<file path="src/rtl/snn_lif_layer_seq_if.sv">
// Handshake and configuration bundle for the time-multiplexed LIF layer.
// The controller drives the master side and the layer sits on the slave side.
interface snn_lif_layer_seq_if #(
  parameter int N_IN     = 8,
  parameter int N_OUT    = 8,
  parameter int W_BITS   = 2,
  parameter int V_BITS   = 6,
  parameter int REF_BITS = 6
);
  logic                           enable;
  logic [N_IN-1:0]                input_spikes;
  logic [N_IN*N_OUT*W_BITS-1:0]   weights;
  logic [V_BITS-1:0]              threshold;
  logic [V_BITS-1:0]              decay;
  logic [REF_BITS-1:0]            refractory_period;
  logic                           reset_mode;
  logic                           busy;
  logic                           done;
  logic [N_OUT-1:0]               output_spikes;
  logic [N_OUT*V_BITS-1:0]        membrane_potential_out;

  modport master (
    output enable, input_spikes, weights, threshold, decay, refractory_period, reset_mode,
    input  busy, done, output_spikes, membrane_potential_out
  );

  modport slave (
    input  enable, input_spikes, weights, threshold, decay, refractory_period, reset_mode,
    output busy, done, output_spikes, membrane_potential_out
  );
endinterface

</file>
<file path="src/rtl/snn_lif_layer_seq.sv">
// Leaky integrate-and-fire layer that walks one synapse per cycle through a
// single accumulator; per-neuron potential/refractory state lives in cells.
module snn_lif_cell #(
  parameter int V_BITS   = 6,
  parameter int REF_BITS = 6
) (
  input  logic                clk,
  input  logic                rst_n,
  input  logic                we,
  input  logic [V_BITS-1:0]   v_d,
  input  logic [REF_BITS-1:0] ref_d,
  output logic [V_BITS-1:0]   v_q,
  output logic [REF_BITS-1:0] ref_q
);
  always_ff @(posedge clk) begin
    if (!rst_n) begin
      v_q   <= '0;
      ref_q <= '0;
    end else if (we) begin
      v_q   <= v_d;
      ref_q <= ref_d;
    end
  end
endmodule

module snn_lif_layer_seq #(
  parameter int N_IN     = 8,
  parameter int N_OUT    = 8,
  parameter int W_BITS   = 2,
  parameter int V_BITS   = 6,
  parameter int REF_BITS = 6
) (
  input  logic               clk,
  input  logic               rst_n,
  snn_lif_layer_seq_if.slave bus
);
  localparam int IW    = (N_IN  > 1) ? $clog2(N_IN)  : 1;
  localparam int JW    = (N_OUT > 1) ? $clog2(N_OUT) : 1;
  localparam int WW    = $clog2(N_IN*N_OUT*W_BITS);
  localparam int ACC_W = V_BITS + W_BITS + $clog2(N_IN) + 1;

  typedef enum logic [1:0] {IDLE, ACCUM, UPDATE, FINISH} state_t;

  state_t                         state_q, state_d;
  logic [IW-1:0]                  i_q, i_d;
  logic [JW-1:0]                  j_q, j_d, j_nx;
  logic signed [ACC_W-1:0]        acc_q, acc_d;
  logic [N_IN-1:0]                spk_in_q, spk_in_d;
  logic [N_OUT-1:0]               stage_q, stage_d;
  logic [N_OUT-1:0]               out_spk_q, out_spk_d;

  logic [N_OUT-1:0][V_BITS-1:0]   v_all;
  logic [N_OUT-1:0][REF_BITS-1:0] ref_all;
  logic [N_OUT-1:0]               cell_we;
  logic [V_BITS-1:0]              v_new;
  logic [REF_BITS-1:0]            ref_new;

  logic [WW-1:0]                  w_idx;
  logic [W_BITS-1:0]              w_sel;
  logic signed [ACC_W-1:0]        w_ext, dec_ext, diff;
  logic [V_BITS-1:0]              s_sat;
  logic                           fire;

  assign w_idx   = WW'((int'(j_q) * N_IN + int'(i_q)) * W_BITS);
  assign w_sel   = bus.weights[w_idx +: W_BITS];
  assign w_ext   = {{(ACC_W-W_BITS){w_sel[W_BITS-1]}}, w_sel};
  assign dec_ext = {{(ACC_W-V_BITS){1'b0}}, bus.decay};
  assign diff    = acc_q - dec_ext;

  // Sign bit set means the leak drove the sum negative; any bit above V_BITS means overflow.
  always_comb begin
    s_sat = diff[V_BITS-1:0];
    if (diff[ACC_W-1])                s_sat = '0;
    else if (|diff[ACC_W-2:V_BITS])   s_sat = '1;
  end

  assign fire = (bus.threshold != '0) && (s_sat >= bus.threshold);

  always_comb begin
    state_d   = state_q;
    i_d       = i_q;
    j_d       = j_q;
    acc_d     = acc_q;
    spk_in_d  = spk_in_q;
    stage_d   = stage_q;
    out_spk_d = out_spk_q;
    cell_we   = '0;
    v_new     = '0;
    ref_new   = '0;
    j_nx      = j_q + JW'(1);
    case (state_q)
      // FINISH is already idle from the controller's view, so a request there starts at once.
      IDLE, FINISH: begin
        if (bus.enable) begin
          spk_in_d = bus.input_spikes;
          i_d      = '0;
          j_d      = '0;
          acc_d    = {{(ACC_W-V_BITS){1'b0}}, v_all[0]};
          state_d  = ACCUM;
        end else begin
          state_d  = IDLE;
        end
      end
      ACCUM: begin
        if (spk_in_q[i_q]) acc_d = acc_q + w_ext;
        if (i_q == IW'(N_IN-1)) state_d = UPDATE;
        else                    i_d     = i_q + IW'(1);
      end
      UPDATE: begin
        cell_we[j_q] = 1'b1;
        if (ref_all[j_q] != '0) begin
          ref_new      = ref_all[j_q] - REF_BITS'(1);
          stage_d[j_q] = 1'b0;
        end else if (fire) begin
          stage_d[j_q] = 1'b1;
          ref_new      = bus.refractory_period;
          v_new        = bus.reset_mode ? (s_sat - bus.threshold) : '0;
        end else begin
          stage_d[j_q] = 1'b0;
          v_new        = s_sat;
        end
        if (j_q == JW'(N_OUT-1)) begin
          out_spk_d = stage_d;
          state_d   = FINISH;
        end else begin
          j_d     = j_nx;
          i_d     = '0;
          acc_d   = {{(ACC_W-V_BITS){1'b0}}, v_all[j_nx]};
          state_d = ACCUM;
        end
      end
      default: state_d = IDLE;
    endcase
  end

  always_ff @(posedge clk) begin
    if (!rst_n) begin
      state_q   <= IDLE;
      i_q       <= '0;
      j_q       <= '0;
      acc_q     <= '0;
      spk_in_q  <= '0;
      stage_q   <= '0;
      out_spk_q <= '0;
    end else begin
      state_q   <= state_d;
      i_q       <= i_d;
      j_q       <= j_d;
      acc_q     <= acc_d;
      spk_in_q  <= spk_in_d;
      stage_q   <= stage_d;
      out_spk_q <= out_spk_d;
    end
  end

  for (genvar g = 0; g < N_OUT; g++) begin : g_cell
    snn_lif_cell #(.V_BITS(V_BITS), .REF_BITS(REF_BITS)) u_cell (
      .clk   (clk),
      .rst_n (rst_n),
      .we    (cell_we[g]),
      .v_d   (v_new),
      .ref_d (ref_new),
      .v_q   (v_all[g]),
      .ref_q (ref_all[g])
    );
  end

  assign bus.busy                   = (state_q == ACCUM) || (state_q == UPDATE);
  assign bus.done                   = (state_q == FINISH);
  assign bus.output_spikes          = out_spk_q;
  assign bus.membrane_potential_out = v_all;
endmodule

</file>
<file path="src/flat_wrapper.sv">
// flat-port wrapper written by rule: the top's interface ports become plain ports
module snn_lif_layer_seq_flat 
#(
  parameter int N_IN     = 8,
  parameter int N_OUT    = 8,
  parameter int W_BITS   = 2,
  parameter int V_BITS   = 6,
  parameter int REF_BITS = 6
)
  (clk, rst_n, bus_enable, bus_input_spikes, bus_weights, bus_threshold, bus_decay, bus_refractory_period, bus_reset_mode, bus_busy, bus_done, bus_output_spikes, bus_membrane_potential_out);
  snn_lif_layer_seq_if #(.N_IN(N_IN), .N_OUT(N_OUT), .W_BITS(W_BITS), .V_BITS(V_BITS), .REF_BITS(REF_BITS)) bus_i ();
  input  logic clk;
  input  logic rst_n;
  input wire logic [$bits(bus_i.enable)-1:0] bus_enable;
  input wire logic [$bits(bus_i.input_spikes)-1:0] bus_input_spikes;
  input wire logic [$bits(bus_i.weights)-1:0] bus_weights;
  input wire logic [$bits(bus_i.threshold)-1:0] bus_threshold;
  input wire logic [$bits(bus_i.decay)-1:0] bus_decay;
  input wire logic [$bits(bus_i.refractory_period)-1:0] bus_refractory_period;
  input wire logic [$bits(bus_i.reset_mode)-1:0] bus_reset_mode;
  output wire logic [$bits(bus_i.busy)-1:0] bus_busy;
  output wire logic [$bits(bus_i.done)-1:0] bus_done;
  output wire logic [$bits(bus_i.output_spikes)-1:0] bus_output_spikes;
  output wire logic [$bits(bus_i.membrane_potential_out)-1:0] bus_membrane_potential_out;
  assign bus_i.enable = bus_enable;
  assign bus_i.input_spikes = bus_input_spikes;
  assign bus_i.weights = bus_weights;
  assign bus_i.threshold = bus_threshold;
  assign bus_i.decay = bus_decay;
  assign bus_i.refractory_period = bus_refractory_period;
  assign bus_i.reset_mode = bus_reset_mode;
  assign bus_busy = bus_i.busy;
  assign bus_done = bus_i.done;
  assign bus_output_spikes = bus_i.output_spikes;
  assign bus_membrane_potential_out = bus_i.membrane_potential_out;
  snn_lif_layer_seq #(.N_IN(N_IN), .N_OUT(N_OUT), .W_BITS(W_BITS), .V_BITS(V_BITS), .REF_BITS(REF_BITS)) u_core (.clk(clk), .rst_n(rst_n), .bus(bus_i));
endmodule
</file>
<file path="config.mk">
export PLATFORM = sky130hd
export DESIGN_NAME = snn_lif_layer_seq_flat
export DESIGN_NICKNAME = d
export VERILOG_FILES = /design/src/rtl/snn_lif_layer_seq_if.sv /design/src/rtl/snn_lif_layer_seq.sv /design/src/flat_wrapper.sv
export SDC_FILE = /design/constraint.sdc
export NUM_CORES = 1
export LEC_CHECK = 0
export ABC_CLOCK_PERIOD_IN_PS = 6960
export BUFFER_PORTS_ARGS = -buffer_cell sky130_fd_sc_hd__buf_2
export CAP_MARGIN = 20
export CORE_MARGIN = 3
export CORE_UTILIZATION = 54
export DETAILED_ROUTE_END_ITERATION = 6
export PLACE_DENSITY = 0.81
export SYNTH_ARGS = -nofsm -noshare
export SYNTH_HDL_FRONTEND = slang
export SYNTH_SLANG_ARGS = --single-unit
export TNS_END_PERCENT = 100
</file>
<file path="constraint.sdc">
create_clock -name clk -period 6.96 [get_ports clk]
set_clock_uncertainty 0.05 [all_clocks]
set_input_delay 1.74 -clock clk [delete_from_list [all_inputs] [get_ports clk]]
set_output_delay 1.74 -clock clk [all_outputs]
set_load 0.05 [all_outputs]
</file>
==> impl_metrics.toml, run 1 <==
[yosys]
yosys.area.top_type = "dfxtp_1"
yosysMostFrequentCell = "dfxtp_1"
synth_ff_type = "dfxtp_1"
synth.area.top_cells = "dfxtp_1 (33%), mux4_2 (12%), a32o_1 (5.6%)"
netlist_top_cells_count = "dfxtp_1 (140), nand2_1 (84), a21oi_1 (73)"
synth_area_per_cell_um2 = 9.512
ys_warn_count = 0
synthDistinctLibCells = 73
syn_area_um2 = 8542
synthArstFlopShare = 0
synth_top_area_frac = 0.3281
synth_edf_count = 0
syn_inst = 898
synth-seq-area-share = 0.3281
ys_seq_elements = 140
syn_nets = 1090

[sta]
max-slew-margin-rel = 0.3403
slew_viol_final = 0
period_share = 0.8841
setup_tns_ns = 0
rsz0062_at_grt = "no"
timing.fmax_mhz = 162.5
hold_violations = 0
hold_slack_ns = 0.4047
setup_viol = 0
finalCriticalPeriod_ns = 6.153
tightest_slew_ns = 0.9882

[worst_setup_path]
cp_max_fo = 8
endpoint_kind = "register"
cp_top_family = "compound AO/OA/AOI/OAI gates"
crit_path_cell_trace = "buf_2 > ha_1 > inv_1 > fa_1 > a21o_1 > a21oi_1 > o21ba_2 > a2111oi_0 > nor3_2 > nor3b_1 > or2_2 > ha_1 > fa_1 > nor2b_1 > o21a_1 > o21ai_0 > a21boi_0 > o21a_1 > nand2_1 > o32ai_2 > a32o_1"
cp-startpoint = "bus_decay[0]"
timing.reg2reg.setup_slack_ns = 1.78
critPathArrivalTime_ns = 6.46
r2r-start = "u_core.acc_q[0]"
max_stage_delay_ns = 0.42
r2r_cells = 21
r2r-end = "u_core.g_cell[0].u_cell.v_q[2]"
path_class = "in -> reg"
slowest_stage = "fa_1"
worstSetupEndpoint = "u_core.g_cell[0].u_cell.v_q[2]"
path_buf_inv = 2
start_kind = "primary input"
required_ns = 7.27
crit_cells = 21

[cts]
ctsHoldBuffers = 0
cts_root_buf = "clkbuf_16"
insertion_delay_ns = 0.42
cts_resized = 0
post-cts-setup-buffers = 0
clockBufferDepth = 2
clock_sinks = 140
cts_inserted_buffers = 17
cts_htree_levels = 4
cts_tree = "done"
path_clk_slew_ns = 0.06

[detailed_routing]
drc = 0
drt_iter0_drc = 823
first_pass_iters = 6
wl_per_cell_um = 20.34
ant_nets = 0
routed_wl_mm = 26.34
vias_per_cell = 6.394
vias = 8280

[floorplanning]
rows = 45
start_util = 0.5578
dieArea_um2 = 17360
pin_count = 216
fp.coreArea_um2 = 15310
die_h_um = 131.8
die_x_um = 131.8

[final_layout]
finalNonFillerCells = 1295
nFillCells = 1268
nets = 1265
drive_gt1_frac = 0.3275
antenna_cells = 0
synthToLayoutAreaGrowth_pct = 19.92

[global_routing]
grt_max_degree = 84
grt_first_pass_wirelength_mm = 41.68
antenna_found_initial = 0
overflow = 0
grt_pass1_vias = 7902
track_usage = 0.2987

[worst_hold_path]
hp-class = "reg -> reg"

[place]
hpwlAfterDp_mm = 19.20
gp_congestion = 0.9703
dp_cells = 1265
port_buffers = 215

[pwr]
power.density_nw_per_um2 = 214.9
ir_drop_v = 0.0002045
p_leak_nw = 4.212

[flow_run]
maxCapViolations = 0

[outcome]
status = "finished clean"
==> metal layers <==
layer  up-vias  track usage  part of all wire  wire length [um]
met5         -            0                 0                 0
met4         0       0.1039             0.030               792
met3        62      0.06489             0.097              2558
met2       528       0.5026              0.48             12610
met1      3927       0.3823              0.39             10380
li1       3763            -                 -                 -
==> per-stage QoR <==
step           total power [mW]  instance area (um2)  setup slack [ns]  utilization
6_report                  2.201                10240            0.8067       0.6689
5_1_grt                   2.282                10240            0.4761       0.6689
4_1_cts                   2.199                10240            0.8698       0.6689
3_5_place_dp              1.289                 9647            0.5111       0.6299
3_3_place_gp              1.281                 9647            0.6809       0.6299
2_1_floorplan             1.163                 8542             1.004            -
==> cell families (layout without fill, tap and decap cells) <==
kind of cell               Yosys count  count (layout)  share of synthesized area
AOI/OAI and AO/OA                  275             275                     0.2317
and+or+nand+nor                    240             240                     0.1418
DFF                                140             140                     0.3281
buffers and inverters              105             291                    0.05405
xor gates and xnor gates            16              16                    0.01641
adders and majority gates           34              34                    0.05244
muxes                               88              88                     0.1755
==> power by group <==
| group | total (mW) | switching (mW) | internal [mW] |
|---|---|---|---|
| combinational | 0.454 | 0.256 | 0.198 |
| sequential | 0.827 | 0.0156 | 0.812 |
| clock | 0.919 | 0.341 | 0.578 |
| total | 2.20 | 0.613 | 1.59 |
==> tightest hold or removal path: stages (launching register included) <==
cell,delay (ns)
dfxtp_1,0.30
nand2_1,0.05
a21oi_1,0.06
==> worst min-delay path by stage <==
| stage | start | to | slack (ns) | cells past startpoint |
|---|---|---|---|---|
| after CTS | u_core.spk_in_q[5] | u_core.spk_in_q[5] | 0.40 | 2 |
| after global routing | u_core.spk_in_q[1] | u_core.spk_in_q[1] | 0.43 | 2 |
| after detailed placement | u_core.spk_in_q[5] | u_core.spk_in_q[5] | 0.40 | 2 |
| after floorplan | u_core.spk_in_q[4] | u_core.spk_in_q[4] | 0.38 | 2 |
| after global placement | u_core.spk_in_q[7] | u_core.spk_in_q[7] | 0.39 | 2 |
| final | u_core.spk_in_q[7] | u_core.spk_in_q[7] | 0.40 | 2 |
==> layout make-up <==
| type | count | area [um2] | area share |
|---|---|---|---|
| tap | 211 | 264.0 | 0.02577 |
| sequential | 140 | 2804 | 0.2737 |
| inverter | 32 | 120.1 | 0.01173 |
| clock buffer | 20 | 456.7 | 0.04458 |
| clock inverter | 10 | 140.1 | 0.01368 |
| timing repair buffer | 229 | 1181 | 0.1153 |
| multi-input combinational | 653 | 5278 | 0.5152 |
==> cells in the final DEF (no fill, tap or decap), drive strengths merged, types with 4 or more instances in the layout <==
cell type / n
mux4: 47
o32ai: 5
nand2: 85
buf: 229
inv: 33
nand2b: 4
nor2: 36
dfxtp: 140
mux2: 18
clkbuf: 20
o21a: 5
a32o: 48
a221oi: 11
nor2b: 12
xnor2: 9
nor3: 24
o21ai: 61
nand3: 44
a21oi: 74
a22oi: 12
xor2: 7
a31oi: 6
ha: 31
mux2i: 23
and2: 10
a211o: 6
o211ai: 5
a21o: 9
o31ai: 5
and3: 7
==> registers in the layout (all words and copies together), names as in the netlist <==
name	cells
u_core.g_cell.u_cell.v_q	48
u_core.j_q	3
u_core.bus.output_spikes	8
u_core.i_q	3
u_core.state_q	2
u_core.acc_q	12
u_core.spk_in_q	8
u_core.g_cell.u_cell.ref_q	48
u_core.stage_q	8
(Power assumes the default switching activity.)
==> run 2, diff against run 1 <==
--- a/config.mk
+++ b/config.mk
@@ -5,6 +5,7 @@
 export SDC_FILE = /design/constraint.sdc
 export NUM_CORES = 1
 export LEC_CHECK = 0
+export ABC_AREA = 1
 export ABC_CLOCK_PERIOD_IN_PS = 6960
 export BUFFER_PORTS_ARGS = -buffer_cell sky130_fd_sc_hd__buf_2
 export CAP_MARGIN = 20
==> impl_metrics.toml, run 2 <==
[flow_run]
maxCapViolations = 0

[sta]
tightest_slew_ns = 1.131
slew_viol_final = 0
period_share = 0.7702
rsz0062_at_grt = "no"
timing.fmax_mhz = 186.5
hold_violations = 0
setup_tns_ns = 0
max-slew-margin-rel = 0.2453
setup_viol = 0
finalCriticalPeriod_ns = 5.361

[final_layout]
layout_commonest_cell = "nand2_1"
drive_gt1_frac = 0.1832
reg.largest.list = "u_core.g_cell.u_cell.ref_q (48), u_core.g_cell.u_cell.v_q (48), u_core.acc_q (12)"
regArea_um2 = 2804
multi_input_area_um2 = 5175
nets = 1740
nFillCells = 1403
synthToLayoutAreaGrowth_pct = 19.63
final_cell_mix = "nand2_1 (330), buf_2 (215), o21ai_0 (161)"

[detailed_routing]
vias = 10182
first_pass_iters = 5
wl_per_cell_um = 16.72
vias_per_cell = 5.743
ant_nets = 0
routed_wl_mm = 29.65
drc = 0
drt_iter0_drc = 1055

[worst_hold_path]
hp-class = "reg -> reg"

[global_routing]
antenna_found_initial = 1
grt_max_degree = 95
overflow = 0
grt_first_pass_wirelength_mm = 46.51
grt_pass1_vias = 9102
track_usage = 0.3192

[cts]
path_clk_slew_ns = 0.06
ctsHoldBuffers = 0
clock_sinks = 140
clockBufferDepth = 2
cts_tree = "done"
insertion_delay_ns = 0.43
cts_resized = 0
cts_htree_levels = 4
cts_inserted_buffers = 17
cts_root_buf = "clkbuf_16"
post-cts-setup-buffers = 0

[worst_setup_path]
worstSetupEndpoint = "u_core.g_cell[0].u_cell.ref_q[4]"
slowest_stage = "o21ai_0"
crit_path_frequent_cell = "nand2_1"
r2r_cells = 22
max_stage_delay_ns = 0.44
cp_top_family = "compound AO/OA/AOI/OAI gates"
critPathArrivalTime_ns = 5.58
path_buf_inv = 4
cp-startpoint = "bus_decay[2]"
path_class = "in -> reg"
endpoint_kind = "register"
crit_cells = 19
cp_max_fo = 10
crit_path_cell_trace = "buf_2 > inv_1 > ha_1 > a21oi_1 > nand2_1 > nand2_1 > nand2_1 > o21ai_0 > nand3_1 > o21ai_0 > inv_1 > ha_1 > nand4_1 > nand4_1 > nand2_1 > clkinv_1 > a21oi_1 > or2_1 > a21oi_1"
r2r-end = "u_core.g_cell[0].u_cell.ref_q[4]"
timing.reg2reg.setup_slack_ns = 2.59
required_ns = 7.18
r2r-start = "u_core.acc_q[0]"
start_kind = "primary input"

[floorplanning]
fp.coreArea_um2 = 15540
die_x_um = 133.3
start_util = 0.5630
dieArea_um2 = 17770
rows = 45
pin_count = 216
die_h_um = 133.3

[yosys]
syn_inst = 1375
synth_area_per_cell_um2 = 6.363
synth.area.top_cells = "dfxtp_1 (32%), nand2_1 (14%), o21ai_0 (9.2%)"
synth_top_area_frac = 0.3203
ys_seq_elements = 140
netlist_top_cells_count = "nand2_1 (330), o21ai_0 (161), a21oi_1 (145)"
synthDistinctLibCells = 47
synth_ff_type = "dfxtp_1"
syn_area_um2 = 8750
synth-seq-area-share = 0.3203
yosysMostFrequentCell = "nand2_1"
yosys.area.top_type = "dfxtp_1"
syn_nets = 1567
synth_edf_count = 0
synthArstFlopShare = 0
ys_warn_count = 0

[place]
gp_congestion = 0.9750
hpwlAfterDp_mm = 20.77
port_buffers = 215

[pwr]
ir_drop_v = 0.0001731
p_leak_nw = 5.063
power.density_nw_per_um2 = 218.7
finalPower_mw = 2.289

[outcome]
status = "finished clean"
==> run 2: cell count changes after synthesis, moves of 13 or more <==
cell      previous run  this run
a21oi_1             73       145
a32o_1              48         1
mux4_2              47         0
o21ai_0             49       161
nand4_1              0        14
nand3_1             44       118
nand2_1             84       330
inv_1               32       117
mux2_2              15         0
nor2_1              35       131
nor3_1              17         4
mux2i_1             23         0
o211ai_1             3        18
==> run 2: cells by family (layout without fill, tap and decap cells) <==
logic type | count (synthesis) | after routing | share of synthesized area
AND/OR/NAND/NOR | 620 | 620 | 0.2997
other | 0 | 1 | 0
AO/OA/AOI/OAI | 370 | 370 | 0.2294
adder cells (fa/ha/maj) | 34 | 34 | 0.05119
buffers and inverters | 201 | 387 | 0.08938
XOR/XNOR | 10 | 10 | 0.01001
flip-flops | 140 | 140 | 0.3203
==> run 2: area by class of cell <==
class,instances,area share
Multi-Input combinational cell,1034,0.4944
Timing Repair Buffer,226,0.1107
Inverter,129,0.04650
Antenna cell,1,0.0002391
Sequential cell,140,0.2679
Clock inverter,14,0.01410
Clock buffer,18,0.04100
Tap cell,211,0.02522
==> run 2: report_power, final <==
group / internal, mW / leakage (nW) / switching, mW / total [mW]
logic: 0.186 / 3.66 / 0.377 / 0.562
registers: 0.819 / 1.13 / 0.0141 / 0.833
clock network: 0.527 / 0.268 / 0.367 / 0.894
total: 1.53 / 5.06 / 0.758 / 2.29
==> run 2: per-layer routing <==
metal  track usage  share of wire
met4        0.1120          0.030
met3       0.06344          0.099
met1        0.4205           0.41
met2        0.5234           0.46
met5             0              0
==> run 2: how the worst min path moves through the flow <==
stage | start | end | slack, ns | depth (start not counted)
2_1_floorplan | u_core.g_cell[1].u_cell.ref_q[0] | u_core.g_cell[1].u_cell.ref_q[0] | 0.40 | 2
3_3_place_gp | u_core.g_cell[1].u_cell.ref_q[0] | u_core.g_cell[1].u_cell.ref_q[0] | 0.40 | 2
4_1_cts | u_core.g_cell[3].u_cell.ref_q[0] | u_core.g_cell[3].u_cell.ref_q[0] | 0.42 | 2
5_1_grt | u_core.g_cell[7].u_cell.ref_q[0] | u_core.g_cell[7].u_cell.ref_q[0] | 0.43 | 2
3_5_place_dp | u_core.g_cell[3].u_cell.ref_q[0] | u_core.g_cell[3].u_cell.ref_q[0] | 0.41 | 2
6_report | u_core.g_cell[3].u_cell.ref_q[5] | u_core.g_cell[3].u_cell.ref_q[5] | 0.42 | 2
==> run 2: stage by stage <==
stage                     std cells  hold WS [ns]  setup slack (ns)  cell area (um2)  utilization
after global placement         1740        0.4026             1.463             9888       0.6363
after global routing           1773        0.4339             1.101            10470       0.6736
after floorplan                1375        0.3954             2.042             8750            -
after CTS                      1772        0.4153             1.683            10470       0.6734
final                          1773        0.4170             1.599            10470       0.6736
after detailed placement       1740        0.4063             1.241             9888       0.6363
==> run 2: worst register-to-register path: stages, from the launching register on <==
cell      delay, ns
dfxtp_1        0.32
inv_1          0.12
ha_1           0.16
inv_1          0.07
fa_1           0.44
nand3_1        0.09
nand3_1        0.10
nand2_1        0.07
nand2_1        0.06
nand2_1        0.06
nand2_1        0.04
nand2_1        0.12
nand3_1        0.14
o21ai_0        0.44
inv_1          0.10
ha_1           0.31
nand4_1        0.10
nand4_1        0.07
nand2_1        0.28
clkinv_1       0.42
a21oi_1        0.25
or2_1          0.29
a21oi_1        0.11
